**src/rtl/fetch_seq.sv**
```systemverilog
`default_nettype none
// ============================================================================
//  Module   : fetch_seq
//  Brief    : Instruction-fetch sequencer: owns the PC, runs the imem
//             req/ack handshake, offers instructions to decode, and flags
//             fetch timeouts and misaligned branch targets.
//  Revision : 1.0
// ============================================================================
module fetch_seq #(
  parameter logic [31:0] RESET_PC = 32'h0000_3000,
  parameter int          TIMEOUT  = 16
) (
  input  logic        clk,
  input  logic        rstn,
  output logic        im_req,
  output logic [31:0] im_addr,
  input  logic        im_ack,
  input  logic [31:0] im_rdata,
  output logic        ins_valid,
  input  logic        ins_ready,
  output logic [31:0] ins,
  output logic [31:0] pc,
  input  logic [31:0] npc,
  output logic        fetch_err,
  output logic [31:0] ret_cnt
);

  localparam int           c_CW        = (TIMEOUT > 1) ? $clog2(TIMEOUT) : 1;
  localparam logic [c_CW-1:0] c_WAIT_LAST = c_CW'(TIMEOUT - 1);

  typedef enum logic [1:0] {
    S_RST   = 2'd0,
    S_FETCH = 2'd1,
    S_HOLD  = 2'd2,
    S_ERR   = 2'd3
  } state_t;

  state_t            r_state;
  logic [31:0]       r_pc;
  logic [31:0]       r_ins;
  logic [31:0]       r_ret_cnt;
  logic [c_CW-1:0]   r_wait;
  logic              r_im_req;
  logic              r_ins_valid;
  logic              r_fetch_err;

  logic              w_npc_misaligned;

  assign w_npc_misaligned = (npc[1:0] != 2'b00);

  // Moore outputs are registered alongside the state so each one always
  // reflects the state the FSM is currently in.
  always_ff @(posedge clk) begin
    if (!rstn) begin
      r_state     <= S_RST;
      r_pc        <= RESET_PC;
      r_ins       <= '0;
      r_ret_cnt   <= '0;
      r_wait      <= '0;
      r_im_req    <= 1'b0;
      r_ins_valid <= 1'b0;
      r_fetch_err <= 1'b0;
    end else begin
      case (r_state)
        S_RST: begin
          r_state  <= S_FETCH;
          r_wait   <= '0;
          r_im_req <= 1'b1;
        end

        S_FETCH: begin
          if (im_ack) begin
            r_ins       <= im_rdata;
            r_wait      <= '0;
            r_state     <= S_HOLD;
            r_im_req    <= 1'b0;
            r_ins_valid <= 1'b1;
          end else if (r_wait == c_WAIT_LAST) begin
            r_state     <= S_ERR;
            r_im_req    <= 1'b0;
            r_fetch_err <= 1'b1;
          end else begin
            r_wait <= r_wait + c_CW'(1);
          end
        end

        S_HOLD: begin
          if (ins_ready) begin
            r_pc        <= npc;
            r_ret_cnt   <= r_ret_cnt + 32'd1;
            r_ins_valid <= 1'b0;
            // A misaligned target is latched into the PC but never requested.
            if (w_npc_misaligned) begin
              r_state     <= S_ERR;
              r_fetch_err <= 1'b1;
            end else begin
              r_state  <= S_FETCH;
              r_im_req <= 1'b1;
            end
          end
        end

        S_ERR: begin
          r_state <= S_ERR;
        end

        default: begin
          r_state     <= S_ERR;
          r_im_req    <= 1'b0;
          r_ins_valid <= 1'b0;
          r_fetch_err <= 1'b1;
        end
      endcase
    end
  end

  assign im_req    = r_im_req;
  assign im_addr   = r_pc;
  assign ins_valid = r_ins_valid;
  assign ins       = r_ins;
  assign pc        = r_pc;
  assign fetch_err = r_fetch_err;
  assign ret_cnt   = r_ret_cnt;

endmodule
`default_nettype wire

```
**config.mk**
```make
export PLATFORM = sky130hd
export DESIGN_NAME = fetch_seq
export DESIGN_NICKNAME = d
export VERILOG_FILES = /design/src/rtl/fetch_seq.sv
export SDC_FILE = /design/constraint.sdc
export NUM_CORES = 1
export LEC_CHECK = 0
export CAP_MARGIN = 0
export CORE_UTILIZATION = 45
export DETAILED_ROUTE_END_ITERATION = 10
export MAX_ROUTING_LAYER = met4
export PLACE_DENSITY_LB_ADDON = 0.2
export SYNTH_ARGS = -nofsm -noshare
export SYNTH_HDL_FRONTEND = slang
export SYNTH_SLANG_ARGS = --single-unit
```
**constraint.sdc**
```tcl
create_clock -name clk -period 4.74 [get_ports clk]
set_clock_uncertainty 0.1 [all_clocks]
set_input_delay 0.474 -clock clk [delete_from_list [all_inputs] [get_ports clk]]
set_output_delay 0.474 -clock clk [all_outputs]
set_load 0.1 [all_outputs]
```
==> results of run 1 <==
[cell type report]
class	count	area, um2
fillers	788	2980
flip-flops and latches	105	2100
repair buffers	201	2000
multi-input cells	361	1870
well taps	129	161
clock buffers	9	124
clock inverters	7	55.1
inverters	9	33.8
[cells in the mapped netlist, types with 2 or more instances]
| cell | instances |
|---|---|
| a21oi_1 | 84 |
| and3_1 | 5 |
| and4_1 | 5 |
| buf_1 | 2 |
| buf_4 | 32 |
| clkbuf_1 | 28 |
| dfxtp_1 | 105 |
| ha_1 | 2 |
| inv_1 | 9 |
| mux2i_1 | 5 |
| nand2_1 | 147 |
| nand2b_1 | 6 |
| nand3_1 | 12 |
| nand4_1 | 6 |
| nor2_1 | 14 |
| nor2b_1 | 2 |
| nor3_1 | 2 |
| nor4_1 | 7 |
| o21a_1 | 2 |
| o21ai_0 | 7 |
| o31ai_1 | 12 |
| or3_1 | 7 |
| or4_1 | 14 |
| xnor2_1 | 7 |
| xor2_1 | 3 |
[through the flow]
| stage | instances | total power, W | cell area, um2 |
|---|---|---|---|
| 2_1_floorplan | 540 | 0.00127 | 4380 |
| 3_3_place_gp | 805 | 0.00139 | 6170 |
| 3_5_place_dp | 805 | 0.00140 | 6170 |
| 4_1_cts | 821 | 0.00191 | 6350 |
| 5_1_grt | 821 | 0.00197 | 6350 |
| 6_report | 821 | 0.00190 | 6350 |
[cells by family after synthesis]
logic type      synth area share
compound gates             0.140
xor+xnor                  0.0200
fa+ha+maj                0.00572
buf+inv                   0.0932
flops                      0.480
mux                       0.0114
simple gates               0.249
[how the worst min path moves through the flow]
| stage | slack, ns | depth (start not counted) | to |
|---|---|---|---|
| after global placement | 0.34 | 2 | ins[26] |
| after CTS | 0.36 | 2 | ins[26] |
| after detailed placement | 0.35 | 2 | ins[21] |
| final | 0.36 | 2 | ins[26] |
| after global routing | 0.38 | 2 | ins[26] |
| after floorplan | 0.35 | 2 | r_wait[3] |
[where the power goes]
group / total, W / switching (W) / leakage [nW] / internal, W
sequential: 0.000929 / 0.0000196 / 0.851 / 0.000909
combinational: 0.000449 / 0.000323 / 1.18 / 0.000126
clock: 0.000521 / 0.000323 / 0.0915 / 0.000197
total: 0.00190 / 0.000666 / 2.12 / 0.00123
[layer usage]
layer / global-route usage / vias up
met5: - / -
met4: 0.0925 / 0
met3: 0.0583 / 17
met2: 0.387 / 157
met1: 0.271 / 1959
li1: - / 2099
[worst min-delay path: stages (launching register included)]
cell     delay, ns
dfxtp_1       0.32
nand2_1       0.05
a21oi_1       0.05
[state kept, by name, indices dropped and copies added, names as in the netlist]
name / cells
fetch_err: 1
ret_cnt: 32
r_wait: 4
ins_valid: 1
r_state: 2
ins: 32
im_addr: 32
im_req: 1
==> results.cfg, run 1 <==
[timing]
finalCriticalPeriod_ns = 2.77
maxSlewHeadroom = 0.261
finalHoldViolations = 0
min_period_over_period = 0.584
slew_viol_final = 0
finalSetupViolCount = 0
finalWorstSetupSlack_ns = 1.97
fmax_ghz = 0.361
setup_tns_ns = 0
grt_setup_unrepaired = false
holdWs_ns = 0.358
worstMarginPinSlew_ns = 1.11

[die]
start_util = 0.469
core_um2 = 9330
ios = 199
rows = 35
die_area_um2 = 10100
die_h_um = 101
die_w_um = 101

[route]
drtIter0Drc = 142
vias = 4232
drt-met1-wl_um = 4870
routed.top_layer = met4
wl_per_cell_um = 14.2
wl_met2_um = 5710
vias_per_cell = 5.15
wl_met3_um = 832
drc = 0
firstDrtPassIters = 4
drt_wl_total_um = 11600
final_antenna_net_count = 0

[yosys]
ys.flop_type = dfxtp_1
synth_top_area_frac = 0.480
yosys_warnings = 0
synthArstFlopShare = 0
seq_area_frac_synth = 0.480
yosys.area.top_type = dfxtp_1
synth-edff-count = 0
ys_types = 40
netlist_area_um2 = 4380
synth_seq_cells = 105
yosys-top-cells-area = dfxtp_1 48%, nand2_1 13%, a21oi_1 9.6%, buf_4 5.5%, clkbuf_1 2.4%
syn-num-nets = 610
postSynthAreaPerCell_um2 = 8.10
synth_cells = 540

[worst_setup_path]
crit_path_start_kind = primary input
path_delay_family = simple AND/OR/NAND/NOR gates
crit_chain = clkdlybuf4s50_1, nand3b_4, or4_1, or4_1, a21oi_1
worstSetupPathType = in2reg
crit_arrival_ns = 2.96
cp.buffers_inverters = 1
path_common_cell = or4_1
crit_path_start = ins_ready
cp.depth = 5
cp-endpoint = ret_cnt[26]
end_kind = flop
r2r_cells = 4
cp.required_ns = 4.93
timing.rr.start = r_state[1]
rrSetupSlack_ns = 2.11
cpMaxStageDelayCell = or4_1
crit_path_max_incr_delay_ns = 0.82
timing.rr.end = ret_cnt[26]
critical_path.max_fanout = 44

[pwr]
power.density_nw_per_um2 = 299
vdd_ir_drop_max_v = 0.000245
p_leak_nw = 2.12

[cts]
clock_sinks = 105
root_buffer = clkbuf_8
cts_tree = yes
ctsHoldBuffers = 0
cts_setup_buffers = 0
cts.clk_slew.worst_paths_ns = 0.10
clkLatencyLatePin_ns = 0.36
cts_buffer_depth = 2
ctsResizeCount = 0
numCtsBuffers = 9
htree_levels = 3

[global_route]
grt_pass1_wl_um = 18300
first_global_vias = 3942
grt_antenna_before_repair = 0
grt_use_total = 0.233
grt_start_max_net_pins = 45
grt_overflow_total = 0

[placement]
io_buffers = 198
hpwlAfterDp_um = 8330
finalWeightedCongestion = 0.789
place_ws_ns = 1.60

[finish]
final_util = 0.680
n_antenna_cell = 0
drive_gt1_frac = 0.0318
layout_common_cells = 198 x clkdlybuf4s50_1, 147 x nand2_1, 105 x dfxtp_1
nNetsFinal = 757
area_growth_pct = 45.0
final_common_cell = clkdlybuf4s50_1

[flow_run]
max_cap_viol_count = 0

[min_path]
worst_hold_path_type = reg2reg
min-delay-start = ins[26]

[run_status]
status = complete, no violations
No activity file was read; power rests on OpenSTA's default activity.
==> run 2, diff against run 1 <==
--- a/config.mk
+++ b/config.mk
@@ -6,7 +6,7 @@
 export NUM_CORES = 1
 export LEC_CHECK = 0
 export CAP_MARGIN = 0
-export CORE_UTILIZATION = 45
+export CORE_UTILIZATION = 38
 export DETAILED_ROUTE_END_ITERATION = 10
 export MAX_ROUTING_LAYER = met4
 export PLACE_DENSITY_LB_ADDON = 0.2
==> constraint.sdc (replaced) <==
create_clock -name clk -period 2.5 [get_ports clk]
set_clock_uncertainty 0.1 [all_clocks]
set_input_delay 0.25 -clock clk [delete_from_list [all_inputs] [get_ports clk]]
set_output_delay 0.25 -clock clk [all_outputs]
set_load 0.1 [all_outputs]
==> run 2 against run 1 <==
Compared with the run above: final cell count is 2.2% higher; critical path depth unchanged; hold slack got worse by 0.013 ns; worst setup slack worse by 1.8 ns; clock-buffer cell count rose by 3; critical path type is now reg2reg; highest routed layer unchanged.
==> results.cfg, run 2 (synthesis gave the netlist of run 1 again) <==
[timing]
slew_viol_final = 0
grt_setup_unrepaired = false
fmax_ghz = 0.438
holdWs_ns = 0.345
finalHoldViolations = 0
maxSlewHeadroom = 0.675
finalCriticalPeriod_ns = 2.28
min_period_over_period = 0.912
worstMarginPinSlew_ns = 0.485
finalSetupViolCount = 0
setup_tns_ns = 0

[pwr]
p_leak_nw = 2.48
vdd_ir_drop_max_v = 0.000621
power.density_nw_per_um2 = 642

[cts]
htree_levels = 3
cts_buffer_depth = 2
clkLatencyLatePin_ns = 0.34
clock_sinks = 105
cts_tree = yes
numCtsBuffers = 9
cts.clk_slew.worst_paths_ns = 0.07
ctsResizeCount = 0
cts_setup_buffers = 0
ctsHoldBuffers = 0
root_buffer = clkbuf_16

[placement]
io_buffers = 198
dp_cells = 823
hpwlAfterDp_um = 8430
finalWeightedCongestion = 0.799

[global_route]
grt_start_max_net_pins = 51
grt_pass1_wl_um = 18000
grt_use_total = 0.197
grt_overflow_total = 0
grt_antenna_before_repair = 0
first_global_vias = 3857

[worst_setup_path]
crit_path_start_kind = flop
cp.required_ns = 2.67
worstSetupPathType = reg2reg
critical_path.max_fanout = 10
crit_arrival_ns = 2.45
rrSetupSlack_ns = 0.22
end_kind = flop
r2r_cells = 5

[run_status]
status = complete, no violations

[die]
die_w_um = 109
die_h_um = 109
core_um2 = 11000
start_util = 0.397
die_area_um2 = 11900
ios = 199
rows = 38

[route]
final_antenna_net_count = 0
firstDrtPassIters = 4
vias_per_cell = 5.00
drtIter0Drc = 200
wl_per_cell_um = 13.9
drc = 0
vias = 4197
drt_wl_total_um = 11700

[finish]
stdcell_count = 839
n_antenna_cell = 0
final_common_cell = nand2_1
layout_common_cells = 147 x nand2_1, 139 x buf_4, 89 x dfxtp_1
final-seq-area_um2 = 2130
nNetsFinal = 764
fillers = 1012
area_growth_pct = 42.9
multiInputGateArea_um2 = 1870
drive_gt1_frac = 0.249

[flow_run]
max_cap_viol_count = 0

[min_path]
min_path_cells = 3
worst_hold_path_type = in2reg
[run 2: cell count changes in the layout (fill, tap and decap cells not counted), moves of 2 or more]
cell / previous run / this run
clkinv_4: 2 / 0
clkbuf_8: 9 / 1
clkdlybuf4s50_1: 198 / 67
dfxtp_4: 0 / 2
dfxtp_1: 105 / 89
buf_12: 0 / 2
dfxtp_2: 0 / 14
buf_4: 3 / 139
clkbuf_16: 0 / 9
clkbuf_1: 0 / 2
[run 2: worst paths after layout]
check / from / end
hold reg to reg: ins[27] / ins[27]
hold / removal: im_rdata[31] / ins[31]
setup reg to reg: ret_cnt[0] / ret_cnt[26]
setup / recovery: ret_cnt[0] / ret_cnt[26]
[run 2: through the flow]
step / instance area [um2] / util / power, W / worst slack (ns)
after floorplan: 4400 / - / 0.00241 / 0.00212
after global placement: 5960 / 0.540 / 0.00264 / 0.133
after detailed placement: 5960 / 0.540 / 0.00265 / 0.0550
after CTS: 6250 / 0.567 / 0.00407 / 0.230
after global routing: 6250 / 0.567 / 0.00417 / 0.129
final: 6250 / 0.567 / 0.00402 / 0.219
[run 2: worst max-delay path: stages, from the launching register on]
cell and delay [ns]:
dfxtp_4 0.37, ha_1 0.18, nand3_2 0.16, or4_1 0.71, or4_1 0.53, a21oi_1 0.17
[run 2: area by class of cell]
class	instances	area share
Clock inverter	4	0.00820
Tap cell	140	0.0280
Clock buffer	12	0.0394
Sequential cell	105	0.340
Multi-Input combinational cell	361	0.298
Timing Repair Buffer	208	0.281
Inverter	9	0.00540
[run 2: power breakdown]
group | total (W) | internal, W | leakage, nW | switching [W]
sequential | 0.00176 | 0.00172 | 0.860 | 0.0000354
clock | 0.00141 | 0.000807 | 0.143 | 0.000606
combinational | 0.000846 | 0.000229 | 1.47 | 0.000617
[run 2: routing by layer]
layer | wire, um | GRT usage | part of all wire | vias to the layer above
li1 | - | - | - | 2110
met1 | 4870 | 0.225 | 0.42 | 1939
met2 | 5860 | 0.336 | 0.50 | 137
met3 | 835 | 0.0539 | 0.071 | 11
met4 | 122 | 0.0638 | 0.010 | 0
met5 | 0 | - | 0 | -
